File: config.mk
export PLATFORM = sky130hd
export DESIGN_NAME = pow_k_pipe_stall
export DESIGN_NICKNAME = d
export VERILOG_FILES = /design/src/rtl/pow_k_pipe_stall.sv
export SDC_FILE = /design/constraint.sdc
export NUM_CORES = 2
export LEC_CHECK = 0
export CAP_MARGIN = 20
export CORE_ASPECT_RATIO = 2
export CORE_MARGIN = 2
export CORE_UTILIZATION = 40
export CTS_CLUSTER_SIZE = 20
export DETAILED_ROUTE_END_ITERATION = 10
export HOLD_SLACK_MARGIN = 0.05
export PLACE_DENSITY_LB_ADDON = 0.2
export SYNTH_ARGS = -nofsm -noshare
export SYNTH_HDL_FRONTEND = slang
export SYNTH_SLANG_ARGS = --single-unit
File: constraint.sdc
create_clock -name clock -period 18.2 [get_ports clock]
set_input_delay 3.64 -clock clock [delete_from_list [all_inputs] [get_ports clock]]
set_output_delay 3.64 -clock clock [all_outputs]
set_load 0.02 [all_outputs]
File: src/rtl/pow_k_pipe_stall.sv
// n^EXP in an (EXP-1)-stage multiplier pipeline with valid/ready on both sides.
// A stalled last stage freezes the whole pipe; overflow is sticky along the stages.
module pow_k_pipe_stall #(
  parameter int W     = 18,
  parameter int EXP   = 5,
  parameter int TAG_W = 4
) (
  input  logic             clock,
  input  logic             reset_n,
  input  logic             in_valid,
  output logic             in_ready,
  input  logic [W-1:0]     n,
  input  logic [TAG_W-1:0] in_tag,
  output logic             out_valid,
  input  logic             out_ready,
  output logic [W-1:0]     result,
  output logic             overflow,
  output logic [TAG_W-1:0] out_tag
);

  localparam int NS = EXP - 1;

  logic [NS-1:0]    vld_q, vld_d;
  logic [NS-1:0]    ovf_q, ovf_d;
  logic [W-1:0]     n_q    [NS];
  logic [W-1:0]     n_d    [NS];
  logic [W-1:0]     part_q [NS];
  logic [W-1:0]     part_d [NS];
  logic [TAG_W-1:0] tag_q  [NS];
  logic [TAG_W-1:0] tag_d  [NS];
  logic [2*W-1:0]   prod_s [NS];
  logic             advance_s;

  // Full-width product feeding each stage; upper half flags overflow.
  always_comb begin
    prod_s[0] = (2*W)'(n) * (2*W)'(n);
    for (int k = 1; k < NS; k++) begin
      prod_s[k] = (2*W)'(part_q[k-1]) * (2*W)'(n_q[k-1]);
    end
  end

  assign advance_s = !(vld_q[NS-1] && !out_ready);
  assign in_ready  = advance_s;

  // Next-state: shift every stage on advance, otherwise hold everything.
  always_comb begin
    vld_d  = vld_q;
    ovf_d  = ovf_q;
    n_d    = n_q;
    part_d = part_q;
    tag_d  = tag_q;
    if (advance_s) begin
      vld_d[0]  = in_valid;
      n_d[0]    = n;
      part_d[0] = prod_s[0][W-1:0];
      ovf_d[0]  = |prod_s[0][2*W-1:W];
      tag_d[0]  = in_tag;
      for (int k = 1; k < NS; k++) begin
        vld_d[k]  = vld_q[k-1];
        n_d[k]    = n_q[k-1];
        part_d[k] = prod_s[k][W-1:0];
        ovf_d[k]  = ovf_q[k-1] | (|prod_s[k][2*W-1:W]);
        tag_d[k]  = tag_q[k-1];
      end
    end else begin
      vld_d  = vld_q;
      ovf_d  = ovf_q;
      n_d    = n_q;
      part_d = part_q;
      tag_d  = tag_q;
    end
  end

  // Stage registers; reset drops all in-flight operands.
  always_ff @(posedge clock or negedge reset_n) begin
    if (!reset_n) begin
      vld_q <= {NS{1'b0}};
      ovf_q <= {NS{1'b0}};
      for (int k = 0; k < NS; k++) begin
        n_q[k]    <= {W{1'b0}};
        part_q[k] <= {W{1'b0}};
        tag_q[k]  <= {TAG_W{1'b0}};
      end
    end else begin
      vld_q  <= vld_d;
      ovf_q  <= ovf_d;
      n_q    <= n_d;
      part_q <= part_d;
      tag_q  <= tag_d;
    end
  end

  assign out_valid = vld_q[NS-1];
  assign result    = part_q[NS-1];
  assign overflow  = ovf_q[NS-1];
  assign out_tag   = tag_q[NS-1];

endmodule

==> After elaboration in Yosys (flattened, before gate mapping) <==
Index checks and enable logic that the tools add are counted.
{ "word_totals": {"reg_bits": 150, "word_cells": 27, "input_bits": 26} }
{ "classes": {"multipliers": 4, "reduce_logical": 7, "bitwise_logic": 3} }
{ "op_table": {"columns": ["op", "count"], "rows": [
  ["multiplier 18 x 18 -> 36 bit", 4],
  ["OR reduction 18 bit", 4],
  ["OR 1 bit", 3],
  ["logical NOT 1 bit", 2],
  ["logical AND 1 bit", 1]
]} }

==> Logic depth before layout (Yosys ltp) <==
{ "depth": {"word_depth": 3, "mapped_depth": 26, "depth_no_buf": 24} }

==> Least setup slack after synthesis <==
Ideal clock, no wire load.
{ "synth_path": {"kind": "input to register", "startpoint": "in n[7]", "endpoint": "reg ovf_q[0]", "cell_stages": 25, "setup_slack_ns": 8.380, "arrival_time_ns": 9.681, "path_buffers": 3, "setup_ns": 0.139, "cell_sequence": "clkbuf_1 > clkbuf_1 > nand2_1 > fa_1 > inv_1 > fa_1 > inv_1 > fa_1 > inv_1 > fa_1 > fa_1 > inv_1 > fa_1 > inv_1 > ha_1 > clkbuf_1 > nand2_1 > o31ai_1 > a31oi_2 > a21oi_1 > or4b_1 > a2111oi_1 > nand4_1 > a2111oi_0 > a21oi_1"} }
{ "synth_via": {"elab_chain_len": 2} }
{ "synth_lines": {"columns": ["item", "line_no", "text"], "rows": [
  ["from (decl)", "12", "input logic [W-1:0] n,"],
  ["multiplier 18 x 18 -> 36 bit", "36", "prod_s[0] = (2*W)'(n) * (2*W)'(n);"],
  ["OR reduction 18 bit", "56", "ovf_d[0] = |prod_s[0][2*W-1:W];"],
  ["to (signal assigned)", "78", "ovf_q <= {NS{1'b0}};"],
  ["to (signal assigned)", "86", "ovf_q <= ovf_d;"],
  ["to (decl)", "24", "logic [NS-1:0] ovf_q, ovf_d;"]
]} }
No other way between the ends.
A chain may end at the register's enable or synchronous reset.

==> Worst setup path after layout <==
{ "layout_path": {"startpoint": "in n[12]", "endpoint": "reg ovf_q[0]"} }
Same word-level chain as after synthesis.

==> results by group <==
Synth
  – Syn avg cell area: between 8 and 9 um2
  – Library cells used by synthesis: 97
  – Most used flip-flop cell after synthesis: dfrtp_1
  – Gate Count Post-Synth: about 5,300
  – Post-synth EDFFs: 0
  – Post-synthesis sequential area ratio: 7.82%
  – Netlist area before placement: around 0.047 mm2
  – YS warnings: 0
  – FFs w/ async S/R, synth: 100%
  – Synthesized flop and latch total: 146

Timing
  – Min Tclk post-route: between 10 and 15 ns
  – Pins Over Slew Limit: 0
  – Part of the cycle the worst path needs: between 60% and 70%
  – Fin Setup TNS: 0 ns
  – Final Hold Viols: 0
  – Final Skew: between 0.02 and 0.025 ns
  – Final setup violation count: 0
  – Unrepaired setup endpoints after global routing: false
  – Relative slew slack: between 20 and 25%
  – Slew @ Worst Pin: approximately 1.1 ns
  – Top achievable clock speed: 90.7 MHz
  – Worst hold margin: between 0.4 and 0.5 ns
  – Final WS setup: 7.17 ns

Global routing
  – Pin count of the biggest net entering global routing: 80
  – Antenna violations before repair: 3
  – Overflow after GRT: 0
  – First-pass GRT wire length: ~220,000 um
  – Vias in the first global route: about 39,000
  – GR Util All Layers: 24.0%

Setup path
  – Worst path depth: 23
  – Buf/Inv on CP: 6
  – Critical Path RT: 18.58 ns
  – CP delay by family, top: adder cells
  – Most used cell, CP: fa_1
  – CP max stage delay: around 0.95 ns
  – CP max stage cell: clkdlybuf4s50_1
  – Critical Path End Type: register
  – Crit path DAT: between 10 and 15 ns
  – Critical Path Fanout Max: 16
  – Cells along the critical path: clkdlybuf4s50_1 -> inv_1 -> nor2_1 -> inv_1 -> fa_1 -> fa_1 -> inv_1 -> fa_1 -> fa_1 -> inv_1 -> fa_1 -> fa_1 -> inv_1 -> ha_1 -> a21oi_1 -> o31ai_1 -> a31oi_2 -> a21oi_1 -> or4b_1 -> a2111oi_1 -> nand4_1 -> a2111oi_0 -> a21oi_1
  – Startpoint types: input pin
  – Worst Setup Path Type: input pin to register
  – Worst r2r path cells: 22

Placement
  – Gp weighted congestion: about 0.91
  – Pre-CTS WS: around 6.7 ns
  – IO Port Bufs: 50
  – Post-placement cell area: 0.0483 mm2
  – Post-DP HPWL: between 100,000 and 150,000 um

Route
  – Final Routed Wirelength: 139,000 um
  – 1st-pass router iterations: 5
  – # DRC: 0
  – Vias per cell: ~5.3
  – DR WL/cell: between 20 and 25 um
  – Vias: roughly 35,000
  – DR iter-0 viols: between 1,000 and 1,500
  – Antenna violation net count after detailed routing: 0

Clocking
  – Cts hold-fix bufs: 0
  – CTS H-Tree Depth: 4
  – Worst-Skew Late Latency: around 0.54 ns
  – Post-cts resize count: 0
  – Num CTS Buffers: 17
  – Clock slew seen by the registers of the worst setup and hold paths: approximately 0.07 ns
  – Clock sink total: approximately 150
  – CTS tree: done
  – Clock tree buffer depth: 2
  – Root Driver: clkbuf_16
  – Setup Fix Bufs, Post-CTS: 0

Floorplanning
  – Die height: 487 um
  – Ports: between 50 and 60
  – Die Span X: approximately 250 um
  – Starting Density: roughly two fifths
  – CORE AREA: 0.116 mm2
  – Rows: ~180
  – Die footprint: 0.120 mm2

Min path
  – Class of the worst hold path: register to register
  – Worst Hold Depth: 2

Layout
  – P&R area growth vs syn: 4.79%
  – # fillers: approximately 12,000
  – Nets: 6,565
  – Final Cell Area: slightly below 0.05 mm2
  – Fraction of layout cells with a size suffix above 1: under 10%

Flow run
  – Max-Cap Viols: 0

Run status
  – Status: finished, final reports clean
-- area by class of cell --
type,count,area (um2),area share (%)
multi-input cells,3789,37900,77.5
inverters,1072,4030,8.23
flip-flops and latches,146,3650,7.46
well taps,1521,1900,3.89
repair buffers,89,815,1.66
clock buffers,17,425,0.869
clock inverters,15,189,0.386
diodes,3,7.51,0.0153
-- state kept, by name (all words and copies together), names as in the netlist --
| register | flops |
|---|---|
| ovf_q | 4 |
| result | 18 |
| out_tag | 4 |
| tag_q | 12 |
| n_q | 54 |
| part_q | 50 |
| vld_q | 4 |
-- routing by layer --
metal  global-route usage (%)  wire length (um)  vias up  share of wire, %
met1                     19.4             39900    18100                29
met4                     17.6             11600        0               8.3
met3                     2.58              3220      455               2.3
met2                     50.7             84100      781                61
li1                         -                 -    15600                 -
met5                        0                 0        -                 0
-- cells in the mapped netlist (5+ instances only) --
cell / instances / area [um2]
xor2_1: 42 / 368
dfrtp_1: 146 / 3650
mux2i_1: 11 / 110
o21ai_1: 13 / 65.1
o21bai_1: 10 / 75.1
or2_2: 8 / 50.1
nand3_1: 28 / 140
nor2b_1: 15 / 93.8
o2111ai_1: 9 / 78.8
inv_1: 1072 / 4020
a31oi_1: 20 / 125
and3_1: 18 / 113
o22ai_1: 6 / 37.5
o31a_1: 5 / 43.8
nand4_1: 22 / 138
and2_1: 601 / 3760
buf_4: 23 / 173
a21oi_1: 153 / 766
nor4_1: 10 / 62.6
o31ai_1: 9 / 67.6
fa_1: 981 / 19600
xnor2_1: 40 / 350
a21o_1: 42 / 315
o21a_1: 20 / 150
buf_2: 6 / 30.0
ha_1: 443 / 5540
nor3_1: 19 / 95.1
o211ai_1: 22 / 165
clkbuf_1: 235 / 882
nand2_1: 878 / 3300
a2111oi_0: 9 / 78.8
a211oi_1: 25 / 188
or3_1: 6 / 37.5
o21ai_0: 71 / 355
nand2b_1: 26 / 163
nor2_1: 114 / 428
-- worst min-delay path, delay by kind of cell, from the launching register on --
kind	cells	cell delay, ns
flip-flops	1	0.34
AND/OR/NAND/NOR	2	0.10
-- through the flow --
step | util, % | cells
CTS | 42.1 | 6647
global placement | 41.6 | 6615
floorplan | - | 5277
global route | 42.2 | 6650
finish | 42.2 | 6652
detailed placement | 41.6 | 6615
-- layout by cell type (no fill, tap or decap), types with 6 or more instances in the layout --
master and instances:
inv_1 1071, fa_1 981, nand2_1 878, and2_1 601
ha_1 443, a21oi_1 153, dfrtp_1 146, nor2_1 114
o21ai_0 71, clkdlybuf4s50_1 49, xor2_1 42, a21o_1 42
xnor2_1 40, buf_4 38, nand3_1 28, nand2b_1 26
a211oi_1 25, nand4_1 22, o211ai_1 22, o21a_1 20
a31oi_1 20, nor3_1 19, and3_1 18, clkbuf_16 17
nor2b_1 14, o21ai_1 13, mux2i_1 11, o21bai_1 10
nor4_1 10, o31ai_1 9, a2111oi_0 9, o2111ai_1 9
conb_1 9, or2_2 8, or3_1 6, o22ai_1 6
-- worst paths after layout --
check                            from          to  slack, ns
min reg2reg                 tag_q[10]   tag_q[10]       0.47
max in group asynchronous     reset_n    vld_q[3]      13.83
min                         tag_q[10]   tag_q[10]       0.47
max reg2reg                part_q[28]    ovf_q[3]      10.34
min in group asynchronous     reset_n  result[10]       3.07
max                             n[12]    ovf_q[0]       7.17
-- cells by family (layout without fill, tap and decap cells) --
group,after synthesis,in the layout,synth area share [%]
AO/OA/AOI/OAI,488,488,6.93
XOR/XNOR,82,82,1.54
adder cells (fa/ha/maj),1424,1424,53.9
buffers and inverters,1342,1193,11.1
flip-flops,146,146,7.82
multiplexers,14,14,0.308
other,2,12,0.0161
AND/OR/NAND/NOR,1772,1772,18.4
Power is left out: the tool's default activity adds up to more than one toggle a clock period on the data nets, which glitch-free logic cannot reach.
